### src/rtl/booth_operand_sequencer_if.sv
// Operand/product stream and multiplier load bus for the Booth operand sequencer.
// Latency: none; this is wiring only.
// Backpressure: in_ready and out_ready carry flow control across the bundle.
interface booth_operand_sequencer_if #(
  parameter int DATA_W = 16
);
  // operand pair stream into the sequencer
  logic                  in_valid;
  logic                  in_ready;
  logic [DATA_W-1:0]     in_a;
  logic [DATA_W-1:0]     in_b;

  // serial load bus towards the multiplier, result back from it
  logic                  mul_start;
  logic [DATA_W-1:0]     mul_data;
  logic [2*DATA_W-1:0]   mul_result;

  // product stream out of the sequencer
  logic                  out_valid;
  logic                  out_ready;
  logic [2*DATA_W-1:0]   out_result;

  logic                  busy;

  // sequencer side
  modport slave (
    input  in_valid, in_a, in_b, mul_result, out_ready,
    output in_ready, mul_start, mul_data, out_valid, out_result, busy
  );

  // environment side: producer, multiplier and consumer
  modport master (
    output in_valid, in_a, in_b, mul_result, out_ready,
    input  in_ready, mul_start, mul_data, out_valid, out_result, busy
  );
endinterface

### src/rtl/booth_operand_sequencer.sv
// Small synchronous FIFO used to buffer operand pairs ahead of the sequencer FSM.
// Latency: a pushed entry is visible at pop_dat one cycle after the push edge.
// Backpressure: full blocks pushes; a push and pop on the same edge both take effect.
module booth_seq_fifo #(
  parameter int WIDTH = 32,
  parameter int DEPTH = 2
) (
  input  logic             clk,
  input  logic             rst,
  input  logic             push_vld,
  input  logic [WIDTH-1:0] push_dat,
  input  logic             pop_rdy,
  output logic [WIDTH-1:0] pop_dat,
  output logic             full,
  output logic             empty
);
  localparam int AW = (DEPTH > 1) ? $clog2(DEPTH) : 1;

  logic [WIDTH-1:0] mem [DEPTH];
  logic [AW:0]      wr_ptr;
  logic [AW:0]      rd_ptr;
  logic             do_push;
  logic             do_pop;

  // extra pointer bit distinguishes full from empty when the indices match
  assign empty   = (wr_ptr == rd_ptr);
  assign full    = (wr_ptr[AW-1:0] == rd_ptr[AW-1:0]) && (wr_ptr[AW] != rd_ptr[AW]);
  assign do_push = push_vld && !full;
  assign do_pop  = pop_rdy && !empty;
  assign pop_dat = mem[rd_ptr[AW-1:0]];

  // pointer advance; reset empties the buffer without touching storage
  always_ff @(posedge clk or posedge rst) begin
    if (rst) begin
      wr_ptr <= '0;
      rd_ptr <= '0;
    end else begin
      if (do_push) wr_ptr <= wr_ptr + 1'b1;
      if (do_pop)  rd_ptr <= rd_ptr + 1'b1;
    end
  end

  // storage write; contents are don't-care until a pointer covers them
  always_ff @(posedge clk) begin
    if (do_push) mem[wr_ptr[AW-1:0]] <= push_dat;
  end
endmodule

// Front-end for the Booth multiplier: buffers operand pairs, runs the start/A/B load, captures the product.
// Latency: pair accepted at edge 0 -> out_valid at edge MULT_LATENCY+5 when idle and empty.
// Backpressure: in_ready low when the buffer is full; a held product stalls the FSM in CAPTURE.
module booth_operand_sequencer #(
  parameter int DATA_W       = 16,
  parameter int MULT_LATENCY = 17,
  parameter int FIFO_DEPTH   = 2
) (
  input  logic                          clk,
  input  logic                          rst,
  booth_operand_sequencer_if.slave      bus
);
  localparam int CNT_W = (MULT_LATENCY > 1) ? $clog2(MULT_LATENCY) : 1;

  typedef struct packed {
    logic [DATA_W-1:0] a;
    logic [DATA_W-1:0] b;
  } pair_t;

  typedef enum logic [2:0] {
    S_IDLE,
    S_START,
    S_LOAD_A,
    S_LOAD_B,
    S_WAIT,
    S_CAPTURE
  } state_t;

  state_t              state;
  logic [DATA_W-1:0]   op_a;
  logic [DATA_W-1:0]   op_b;
  logic [CNT_W-1:0]    wait_cnt;
  logic                mul_start_q;
  logic [DATA_W-1:0]   mul_data_q;
  logic                out_valid_q;
  logic [2*DATA_W-1:0] out_result_q;

  pair_t               push_pair;
  pair_t               pop_pair;
  logic                fifo_full;
  logic                fifo_empty;
  logic                capture_fire;

  assign push_pair.a = bus.in_a;
  assign push_pair.b = bus.in_b;

  booth_seq_fifo #(
    .WIDTH (2*DATA_W),
    .DEPTH (FIFO_DEPTH)
  ) u_fifo (
    .clk      (clk),
    .rst      (rst),
    .push_vld (bus.in_valid),
    .push_dat (push_pair),
    .pop_rdy  (state == S_IDLE),
    .pop_dat  (pop_pair),
    .full     (fifo_full),
    .empty    (fifo_empty)
  );

  // the output slot can take a new product if empty or emptied on this same edge
  assign capture_fire = (state == S_CAPTURE) && (!out_valid_q || bus.out_ready);

  assign bus.in_ready   = !fifo_full;
  assign bus.busy       = (state != S_IDLE) || !fifo_empty;
  assign bus.mul_start  = mul_start_q;
  assign bus.mul_data   = mul_data_q;
  assign bus.out_valid  = out_valid_q;
  assign bus.out_result = out_result_q;

  // load sequencer: start pulse, then A, then B, then wait out the multiplier latency.
  // mul_start/mul_data are registered with the state they belong to, so the
  // multiplier never sees decode glitches and the bus idles at zero.
  always_ff @(posedge clk or posedge rst) begin
    if (rst) begin
      state       <= S_IDLE;
      op_a        <= '0;
      op_b        <= '0;
      wait_cnt    <= '0;
      mul_start_q <= 1'b0;
      mul_data_q  <= '0;
    end else begin
      mul_start_q <= 1'b0;
      mul_data_q  <= '0;
      case (state)
        S_IDLE: begin
          if (!fifo_empty) begin
            op_a        <= pop_pair.a;
            op_b        <= pop_pair.b;
            mul_start_q <= 1'b1;
            state       <= S_START;
          end
        end
        S_START: begin
          mul_data_q <= op_a;
          state      <= S_LOAD_A;
        end
        S_LOAD_A: begin
          mul_data_q <= op_b;
          state      <= S_LOAD_B;
        end
        S_LOAD_B: begin
          wait_cnt <= CNT_W'(MULT_LATENCY - 1);
          state    <= S_WAIT;
        end
        S_WAIT: begin
          if (wait_cnt == '0) state <= S_CAPTURE;
          else                wait_cnt <= wait_cnt - 1'b1;
        end
        S_CAPTURE: begin
          // the multiplier holds its result, so stalling here loses nothing
          if (capture_fire) state <= S_IDLE;
        end
        default: state <= S_IDLE;
      endcase
    end
  end

  // output register: a capture overrides the drain so back-to-back products keep valid high
  always_ff @(posedge clk or posedge rst) begin
    if (rst) begin
      out_valid_q  <= 1'b0;
      out_result_q <= '0;
    end else if (capture_fire) begin
      out_valid_q  <= 1'b1;
      out_result_q <= bus.mul_result;
    end else if (out_valid_q && bus.out_ready) begin
      out_valid_q  <= 1'b0;
    end
  end
endmodule

### src/flat_wrapper.sv
// flat-port wrapper written by rule: the top's interface ports become plain ports
module booth_operand_sequencer_flat 
#(
  parameter int DATA_W       = 16,
  parameter int MULT_LATENCY = 17,
  parameter int FIFO_DEPTH   = 2
)
  (clk, rst, bus_in_valid, bus_in_a, bus_in_b, bus_mul_result, bus_out_ready, bus_in_ready, bus_mul_start, bus_mul_data, bus_out_valid, bus_out_result, bus_busy);
  booth_operand_sequencer_if #(.DATA_W(DATA_W)) bus_i ();
  input  logic clk;
  input  logic rst;
  input wire logic [$bits(bus_i.in_valid)-1:0] bus_in_valid;
  input wire logic [$bits(bus_i.in_a)-1:0] bus_in_a;
  input wire logic [$bits(bus_i.in_b)-1:0] bus_in_b;
  input wire logic [$bits(bus_i.mul_result)-1:0] bus_mul_result;
  input wire logic [$bits(bus_i.out_ready)-1:0] bus_out_ready;
  output wire logic [$bits(bus_i.in_ready)-1:0] bus_in_ready;
  output wire logic [$bits(bus_i.mul_start)-1:0] bus_mul_start;
  output wire logic [$bits(bus_i.mul_data)-1:0] bus_mul_data;
  output wire logic [$bits(bus_i.out_valid)-1:0] bus_out_valid;
  output wire logic [$bits(bus_i.out_result)-1:0] bus_out_result;
  output wire logic [$bits(bus_i.busy)-1:0] bus_busy;
  assign bus_i.in_valid = bus_in_valid;
  assign bus_i.in_a = bus_in_a;
  assign bus_i.in_b = bus_in_b;
  assign bus_i.mul_result = bus_mul_result;
  assign bus_i.out_ready = bus_out_ready;
  assign bus_in_ready = bus_i.in_ready;
  assign bus_mul_start = bus_i.mul_start;
  assign bus_mul_data = bus_i.mul_data;
  assign bus_out_valid = bus_i.out_valid;
  assign bus_out_result = bus_i.out_result;
  assign bus_busy = bus_i.busy;
  booth_operand_sequencer #(.DATA_W(DATA_W), .MULT_LATENCY(MULT_LATENCY), .FIFO_DEPTH(FIFO_DEPTH)) u_core (.clk(clk), .rst(rst), .bus(bus_i));
endmodule
### config.mk
export PLATFORM = sky130hd
export DESIGN_NAME = booth_operand_sequencer_flat
export DESIGN_NICKNAME = d
export VERILOG_FILES = /design/src/rtl/booth_operand_sequencer_if.sv /design/src/rtl/booth_operand_sequencer.sv /design/src/flat_wrapper.sv
export SDC_FILE = /design/constraint.sdc
export NUM_CORES = 1
export LEC_CHECK = 0
export ABC_CLOCK_PERIOD_IN_PS = 7000
export CELL_PAD_IN_SITES_DETAIL_PLACEMENT = 1
export CELL_PAD_IN_SITES_GLOBAL_PLACEMENT = 2
export CORE_ASPECT_RATIO = 1.5
export CORE_MARGIN = 10
export CORE_UTILIZATION = 40
export DETAILED_ROUTE_END_ITERATION = 6
export PLACE_DENSITY = 0.9
export SKIP_CTS_REPAIR_TIMING = 1
export SLEW_MARGIN = 20
export SYNTH_ARGS = -nofsm -noshare
export SYNTH_HDL_FRONTEND = slang
export SYNTH_HIERARCHICAL = 1
export SYNTH_SLANG_ARGS = --single-unit
### constraint.sdc
create_clock -name clk -period 7 [get_ports clk]
set_clock_uncertainty 0.1 [all_clocks]
set_input_delay 0.7 -clock clk [delete_from_list [all_inputs] [get_ports clk]]
set_output_delay 0.7 -clock clk [all_outputs]
set_load 0.03 [all_outputs]
==> results of run 1 <==
## stage by stage
stage,utilization,area [um^2],setup WS [ns],hold WS [ns],std cells
floorplan,-,6090,3.865,0.3585,355
CTS,0.5388,8083,3.649,0.3900,693
finish,0.5406,8110,3.690,0.3874,694
global placement,0.4965,7448,4.101,0.3687,661
detailed placement,0.4969,7455,4.081,0.3782,661
global route,0.5406,8110,3.533,0.4154,694
## routing by layer
metal / up-vias / GRT usage / part of all wire
met4: 2 / 0.04263 / 0.0099
met1: 1736 / 0.1464 / 0.40
met2: 105 / 0.2357 / 0.52
met5: - / 0 / 0.00094
met3: 15 / 0.05112 / 0.069
li1: 1568 / - / -
## state kept, by name, summed over array words and instances (netlist names), 3 cells and up
register / cells
u_core/u_fifo/mem: 64
u_core/op_a: 16
u_core/op_b: 16
u_core/bus.out_result: 32
u_core/state: 3
u_core/wait_cnt: 5
u_core/bus.mul_data: 16
## report_power, final
part / internal, mW / switching (mW) / total [mW]
combinational: 0.761 / 0.765 / 1.53
sequential: 1.35 / 0.245 / 1.60
clock: 0.574 / 0.357 / 0.931
total: 2.69 / 1.37 / 4.05
## path summary, 6_finish.rpt
| path | from | depth (start not counted) | slack, ns | to |
|---|---|---|---|---|
| min | u_core/bus.out_result[0] | 1 | 0.39 | u_core/bus.out_result[0] |
| min reg2reg | u_core/bus.out_result[0] | 1 | 0.39 | u_core/bus.out_result[0] |
| max in group asynchronous | rst | 3 | 5.08 | u_core/wait_cnt[2] |
| min in group asynchronous | rst | 2 | 0.48 | u_core/u_fifo/wr_ptr[0] |
| max | u_core/u_fifo/rd_ptr[0] | 4 | 3.69 | bus_busy |
| max reg2reg | u_core/u_fifo/rd_ptr[0] | 5 | 4.44 | u_core/op_b[4] |
## cells by family (layout without fill, tap and decap cells)
group | Yosys count | after routing | synth area share
XOR/XNOR | 3 | 3 | 0.005549
AND/OR/NAND/NOR | 34 | 34 | 0.03657
buffers and inverters | 23 | 163 | 0.02568
AO/OA/AOI/OAI | 35 | 35 | 0.04233
flip-flops | 158 | 158 | 0.7019
multiplexers | 101 | 101 | 0.1859
adder cells (fa/ha/maj) | 1 | 1 | 0.002054
## critical path, cell delays in order, from the launching register on
cell,delay (ns)
dfrtp_2,0.97
xor2_1,0.18
nor2_1,0.27
nand2_1,0.08
clkdlybuf4s50_1,0.60
## placed cells by master, fill, tap and decap left out, drive strengths merged, types with 3 or more instances in the layout
| cell type | count |
|---|---|
| a21oi | 6 |
| clkinv | 4 |
| a22o | 16 |
| mux2i | 4 |
| nor3 | 3 |
| or2 | 3 |
| edfxtp | 64 |
| inv | 9 |
| mux2 | 97 |
| nor3b | 3 |
| o21ai | 6 |
| nand2 | 9 |
| dfrtp | 94 |
| buf | 6 |
| clkdlybuf4s50 | 119 |
| nor2 | 4 |
| clkbuf | 25 |
## layout make-up
class,count,area share
sequential,158,0.5272
multi-input combinational,174,0.2067
inverter,6,0.003085
timing repair buffer,125,0.1549
clock buffer,25,0.07050
clock inverter,7,0.006942
tap,199,0.03070
==> results.py, run 1 <==
metrics = {
    "pwr": {
        "power_density_nw_per_um2": 499.7,
        "total_power_mw": 4.053,
        "leakage_nw": 3.181,
        "vdd_drop_max_mv": 0.1823,
    },
    "yosys": {
        "ys_top_cells_by_area": "dfrtp_1 (39%), edfxtp_1 (32%), mux2_2 (17%)",
        "yosysTopAreaCellShare": 0.3863,
        "synth-seq-cells": 158,
        "synth_edf_count": 64,
        "yosysWarnings": 6,
        "netlist_instances": 355,
        "synth_top_area_cell": "dfrtp_1",
        "ys.flop_type": "dfrtp_1",
        "synth.distinct_cells": 38,
        "yosys-top-cells-count": "dfrtp_1 (94), mux2_2 (90), edfxtp_1 (64), a22o_1 (16), nand2_1 (9)",
        "synth.most_common_cell": "dfrtp_1",
        "yosysSeqAreaShare": 0.7019,
        "avgSynthCellArea_um2": 17.15,
        "async_reset_ff_frac": 0.5949,
        "syn_nets": 424,
        "syn_area_um2": 6090,
    },
    "floorplan": {
        "die_height_um": 171.1,
        "die_x_um": 120.7,
        "core_um2": 15000,
        "start_util": 0.4059,
        "boundaryPins": 120,
        "dieArea_um2": 20660,
        "num_rows": 55,
    },
    "global_route": {
        "grt_use_total": 0.1346,
        "grt_pass1_wl_mm": 21.64,
        "grt_max_degree": 69,
        "grt_pass1_vias": 3839,
        "antenna_found_initial": 1,
        "overflow": 0,
    },
    "route": {
        "viasPerCell": 4.937,
        "drtAntennaViolNets": 0,
        "drt-total-wl_mm": 13.77,
        "drc": 0,
        "first_iter_violations": 126,
        "first_pass_iters": 4,
        "wl_per_cell_um": 19.84,
        "vias": 3426,
    },
    "timing": {
        "setup-tns-final_ns": 0,
        "finalSetupViolations": 0,
        "tightest_slew_ns": 0.9279,
        "relSlewSlack": 0.3814,
        "clock.fmax_mhz": 302.1,
        "rsz0062_at_grt": "no",
        "period_needed_ns": 3.310,
        "hold_viol": 0,
        "slew_violations": 0,
        "period_share": 0.4728,
    },
    "clock_tree": {
        "htreeDepth": 4,
        "clk_pin_slew_worst_paths_ns": 0.06,
        "cts_buffers": 17,
        "clock_latency_ns": 0.41,
        "clockBufferDepth": 2,
        "cts.sinks": 158,
        "root_buffer": "clkbuf_16",
        "cts_tree": "done",
    },
    "place": {
        "routabilityCongestion": 0.7171,
        "port_buffers": 119,
        "dpl.hpwl_mm": 9.657,
    },
    "worst_setup_path": {
        "cp_max_fo": 40,
        "path_class": "flip-flop to output pin",
        "worstSetupEndpointType": "output pin",
        "critical_path_arrival_ns": 2.51,
        "worstPathRequired_ns": 6.20,
        "startpoint_type": "flip-flop",
    },
    "layout": {
        "drive_above_1_share": 0.2808,
        "multi_input_area_um2": 1677,
        "nNetsFinal": 551,
        "syn2layout_area_growth_pct": 33.18,
        "fillers": 1441,
        "area.sequential_um2": 4275,
        "insertedDiodeCount": 0,
    },
    "job": {
        "maxCapViolations": 0,
    },
    "run_status": {
        "outcome": "completed",
    },
    "hold_path": {
        "hp-class": "flip-flop to flip-flop",
    },
}
Note: power is estimated with default switching activity, not from simulation.
==> run 2: changes to the inputs <==
ABC_CLOCK_PERIOD_IN_PS = 3000   (was 7000)
CORE_UTILIZATION = 33   (was 40)
PLACE_DENSITY = 0.8   (was 0.9)
clock period = 3 ns   (was 7 ns; I/O delays follow)
==> run 2 against run 1 <==
Against the previous run: cell count rose by 3.2%; setup slack got worse by 3.3 ns; wire length fell by 1.3%; via count rose by 0.64%; first-iteration DRC count fell by 7.9%; global-route usage fell by 2.1 points; sequential cell count did not move; non-clock buffer count rose by 4; sequential share of layout area rose by 0.14 points; hold slack got worse by 0.31 ns; largest cell class unchanged.
==> results.py, run 2 (synthesis gave the netlist of run 1 again) <==
metrics = {
    "worst_setup_path": {
        "startpoint_type": "flip-flop",
        "r2r_cells": 5,
        "critical_path_arrival_ns": 2.17,
        "path_class": "flip-flop to output pin",
        "r2r-end": "u_core/op_b[6]",
        "reg2reg_from": "u_core/u_fifo/rd_ptr[1]",
        "cp_max_fo": 15,
        "r2r_setup_slack_ns": 0.81,
        "worstPathRequired_ns": 2.60,
        "worstSetupEndpointType": "output pin",
    },
    "timing": {
        "finalSetupViolations": 0,
        "hold_viol": 0,
        "clock.fmax_mhz": 389.6,
        "setup-tns-final_ns": 0,
        "setup_ws_ns": 0.4331,
        "period_share": 0.8556,
        "period_needed_ns": 2.567,
        "relSlewSlack": 0.5076,
        "rsz0062_at_grt": "no",
        "slew_violations": 0,
        "tightest_slew_ns": 0.7386,
        "holdWs_ns": 0.07518,
    },
    "clock_tree": {
        "clock_latency_ns": 0.42,
        "htreeDepth": 4,
        "cts.sinks": 158,
        "root_buffer": "clkbuf_16",
        "clockBufferDepth": 2,
        "cts_buffers": 17,
        "clk_pin_slew_worst_paths_ns": 0.06,
        "cts_tree": "done",
    },
    "global_route": {
        "overflow": 0,
        "grt_max_degree": 59,
        "antenna_found_initial": 2,
        "grt_pass1_wl_mm": 21.36,
        "grt_pass1_vias": 3871,
        "grt_use_total": 0.1136,
    },
    "layout": {
        "final_util": 0.4490,
        "layout.cells.most_common": "clkdlybuf4s50_1",
        "fillers": 1791,
        "area.sequential_um2": 4275,
        "instances_no_fill": 716,
        "drive_above_1_share": 0.2866,
        "insertedDiodeCount": 0,
        "multi_input_area_um2": 1670,
        "final_cell_mix": "clkdlybuf4s50_1 (119), dfrtp_1 (93), mux2_2 (90), edfxtp_1 (64), clkbuf_16 (17)",
        "nNetsFinal": 555,
        "largest_reg_flops": 64,
        "syn2layout_area_growth_pct": 32.83,
    },
    "route": {
        "drtAntennaViolNets": 0,
        "viasPerCell": 4.816,
        "highest_layer": "met5",
        "first_iter_violations": 116,
        "drt-total-wl_mm": 13.59,
        "drc": 0,
        "first_pass_iters": 4,
        "wl_met2_mm": 7.278,
        "wl_per_cell_um": 18.98,
        "drt-met1-wl_mm": 5.069,
        "wl_met3_um": 990,
        "vias": 3448,
    },
    "place": {
        "port_buffers": 119,
        "dpl.hpwl_mm": 9.841,
        "place_ws_ns": 0.6964,
        "place_inst": 684,
        "routabilityCongestion": 0.7435,
    },
    "floorplan": {
        "die_height_um": 186.4,
        "start_util": 0.3380,
        "die_x_um": 130.9,
        "dieArea_um2": 24400,
        "boundaryPins": 120,
        "core_um2": 18020,
        "num_rows": 60,
    },
    "job": {
        "maxCapViolations": 0,
    },
    "pwr": {
        "power_density_nw_per_um2": 1151,
        "leakage_nw": 3.164,
        "vdd_drop_max_mv": 0.3788,
    },
    "hold_path": {
        "hp-class": "primary input to asynchronous set/reset pin",
    },
    "run_status": {
        "outcome": "completed",
    },
}
==> run 2: area by class of cell <==
| class | instances | area share |
|---|---|---|
| flip-flops and latches | 158 | 0.5285 |
| multi-input cells | 174 | 0.2065 |
| repair buffers | 129 | 0.1565 |
| clock buffers | 19 | 0.05476 |
| well taps | 217 | 0.03357 |
| clock inverters | 13 | 0.01701 |
| inverters | 6 | 0.003094 |
==> run 2: metrics by stage <==
| step | instance area [um^2] | total power, mW |
|---|---|---|
| finish | 8089 | 9.307 |
| global route | 8089 | 9.874 |
| CTS | 8089 | 9.478 |
| detailed placement | 7508 | 7.343 |
| global placement | 7508 | 7.185 |
| floorplan | 6090 | 6.042 |
==> run 2: layer usage <==
layer  up-vias  global-route usage
li1       1569                   -
met1      1744              0.1160
met2       107              0.2005
met3        24             0.04563
met4         4             0.04163
met5         -                   0
==> run 2: where the power goes <==
| part | internal, mW | leakage (nW) | switching, mW |
|---|---|---|---|
| logic | 1.77 | 1.16 | 1.85 |
| registers | 3.15 | 1.73 | 0.457 |
| clock network | 1.25 | 0.282 | 0.831 |
==> run 2: worst max-delay path by stage <==
stage | endpoint | from | slack, ns | depth (start not counted)
2_1_floorplan | u_core/u_fifo/mem[1][0] | u_core/u_fifo/wr_ptr[1] | 0.24 | 2
3_3_place_gp | u_core/u_fifo/mem[1][7] | bus_in_valid | 0.79 | 4
3_5_place_dp | u_core/u_fifo/mem[1][7] | bus_in_valid | 0.70 | 4
4_1_cts | bus_busy | u_core/u_fifo/rd_ptr[1] | 0.37 | 4
5_1_grt | bus_busy | u_core/u_fifo/rd_ptr[1] | 0.27 | 4
6_report | bus_busy | u_core/state[2] | 0.43 | 3
==> run 2: critical path, cell delays in order (launching register included) <==
cell             delay [ns]
dfrtp_1                0.59
nor3_1                 0.44
nand2_1                0.11
clkdlybuf4s50_1        0.61
==> run 3: changes to the inputs <==
SKIP_CTS_REPAIR_TIMING = default   (was 1)
==> results of run 3 <==
The final DEF is identical to that of run 2; final timing and power are the same.
==> RTL change, RTL diff (flow settings as in run 1) <==
Reset style: synchronous (`rst`), changed in 3 clocked blocks.
--- a/src/rtl/booth_operand_sequencer.sv
+++ b/src/rtl/booth_operand_sequencer.sv
@@ -31,5 +31,5 @@
 
   // pointer advance; reset empties the buffer without touching storage
-  always_ff @(posedge clk or posedge rst) begin
+  always_ff @(posedge clk) begin
     if (rst) begin
       wr_ptr <= '0;
@@ -120,5 +120,5 @@
   // mul_start/mul_data are registered with the state they belong to, so the
   // multiplier never sees decode glitches and the bus idles at zero.
-  always_ff @(posedge clk or posedge rst) begin
+  always_ff @(posedge clk) begin
     if (rst) begin
       state       <= S_IDLE;
@@ -166,5 +166,5 @@
 
   // output register: a capture overrides the drain so back-to-back products keep valid high
-  always_ff @(posedge clk or posedge rst) begin
+  always_ff @(posedge clk) begin
     if (rst) begin
       out_valid_q  <= 1'b0;
Function: differs if rst is asserted again (counterexample within 4 cycles, from zero or initial values and one cycle with rst high); with rst held inactive, the same outputs for 10 cycles.
==> RTL change against run 1 <==
Synthesized cell count up 48%; total power down 28%; synthesized area up 0.76%; hold slack worse by 32 ps; routed wire length up 11%; combinational power down 49%; sequential cell count up 1; critical path depth down 1; cell area about the same; setup slack better by 280 ps; via count up 24%; critical endpoint unchanged; largest cell class unchanged; largest power group unchanged.
==> RTL change: results (changes against run 1) <==
stage	metric	value	unit	change
placement	io_buffers	119		unchanged
route	wl_met3	1.11	mm	+16%
synth	yosys.cell_types.count	41		+7.9%
critical_path	crit_start	u_core/state[1]$_SDFFE_PP0P_		
timing	slew_headroom	0.323		-0.0583
route	met2WireLength	8.68	mm	+22%
critical_path	ff2ff_path_depth	5		unchanged
critical_path	r2r-end	u_core/op_a[1]$_SDFFE_PP0P_		
layout	largest_reg_flops	64		unchanged
layout	drive_above_1_share	0.127		-0.154
synth	syn_nets	594		+40%
cts	cts.path.max_buffers	2		unchanged
global_route	grt_antenna_before_repair	0		-1
global_route	grt_pass1_wl	24.5	mm	+13%
synth	synth.avg_cell_area	11.7	µm²	-32%
route	wl_met1	5.39	mm	-2.7%
route	viasPerCell	5.02		+1.6%
route	drt-initial-drc-count	252		+100%
synth	ys_async_sr_fraction	0		-0.595
global_route	grtUsageMet3	0.0659		+0.0148
layout	nNetsFinal	704		+28%
global_route	use_met1	0.141		-0.00571
global_route	grt_max_degree	111		+61%
critical_path	slowest_stage	clkdlybuf4s50_1		
critical_path	r2r_setup_slack	4470	ps	+30 ps
synth	yosys-top-cells-area	edfxtp_1 31%, dfxtp_1 31%, nand2b_1 6.6%, mux2i_1 5.5%, mux2_2 5.5%		
critical_path	crit_fanout	14		-65%
route	wl	15.3	mm	+11%
critical_path	r2r_start	u_core/u_fifo/rd_ptr[1]$_SDFFE_PP0P_		
global_route	first_global_vias	4773		+24%
placement	place_area	7500	µm²	+0.60%
power_and_ir_drop	irDropWorstVdd	0.193	mV	+6.0%
layout	stdcell_count	847		+22%
route	top_layer	met4		
cts	clk_pin_slew	60	ps	about the same
global_route	grt_usage	0.150		+0.0155
critical_path	cp_slowest_stage_delay	620	ps	-350 ps
critical_path	crit_buf_inv	1		unchanged
synth	ys_dominant_reg_cell	dfxtp_1		
power_and_ir_drop	leakagePower	2.77	nW	-13%
global_route	met2_usage	0.286		+0.0507
synth	synth_common_cells	95 x dfxtp_1, 70 x nand2_1, 65 x nand2b_1		
critical_path	endpoint	bus_busy		
run_status	status	complete, no violations		
synth	yosysSeqAreaShare	0.623		-0.0787
timing	finalHoldViolations	0		unchanged
hold_path	hold_class	flop to flop		
cts	clkLatencyLatePin	420	ps	
placement	place_congestion	0.786		+9.5%
critical_path	crit_family	simple AND/OR/NAND/NOR gates		
timing	hold_slack	356	ps	-31.6 ps
placement	dp_slack	4160	ps	+80.3 ps
synth	yosysWarnings	6		unchanged
layout	diodes	0		unchanged
placement	place_hpwl	10.5	mm	+8.3%
placement	placed_cells	814		+23%
timing	fmax	330	MHz	+9.2%
RTL change: cell count changes after synthesis, moves of 8 or more:
cell,change
a22oi_1,+16
clkbuf_1,+19
dfxtp_1,+95
nand2b_1,+63
nand2_1,+61
dfrtp_1,-94
a22o_1,-16
buf_6,-8
mux2_2,-60
nor2_1,+23
a21oi_1,+32
mux2i_1,+30
RTL change: logic make-up after synthesis:
kind of cell	share of synthesized area
compound gates	0.0701
mux	0.114
simple gates	0.155
xor+xnor	0.00551
buf+inv	0.0298
flops	0.623
fa+ha+maj	0.00204
RTL change: final cells by class:
cell class                      instances  area (µm²)
Tap cell                              199         249
Sequential cell                       159        3820
Fill cell                            1567        6970
Clock inverter                         14         146
Clock buffer                           18         429
Timing Repair Buffer                  127        1280
Multi-Input combinational cell        325        2160
Inverter                                5        18.8
RTL change: worst min-delay path by stage:
| stage | from | to | depth (start not counted) |
|---|---|---|---|
| after floorplan | u_core/op_b[0]$_SDFFE_PP0P_ | u_core/op_b[0]$_SDFFE_PP0P_ | 2 |
| after global placement | u_core/op_b[1]$_SDFFE_PP0P_ | u_core/op_b[1]$_SDFFE_PP0P_ | 2 |
| after detailed placement | u_core/op_b[2]$_SDFFE_PP0P_ | u_core/op_b[2]$_SDFFE_PP0P_ | 2 |
| after CTS | u_core/op_b[2]$_SDFFE_PP0P_ | u_core/op_b[2]$_SDFFE_PP0P_ | 2 |
| after global routing | u_core/op_b[2]$_SDFFE_PP0P_ | u_core/op_b[2]$_SDFFE_PP0P_ | 2 |
| final | u_core/op_b[15]$_SDFFE_PP0P_ | u_core/op_b[15]$_SDFFE_PP0P_ | 2 |
RTL change: where the power goes:
part,internal (mW),switching [mW]
Sequential,1.14,0.109
Clock,0.504,0.399
Combinational,0.314,0.462
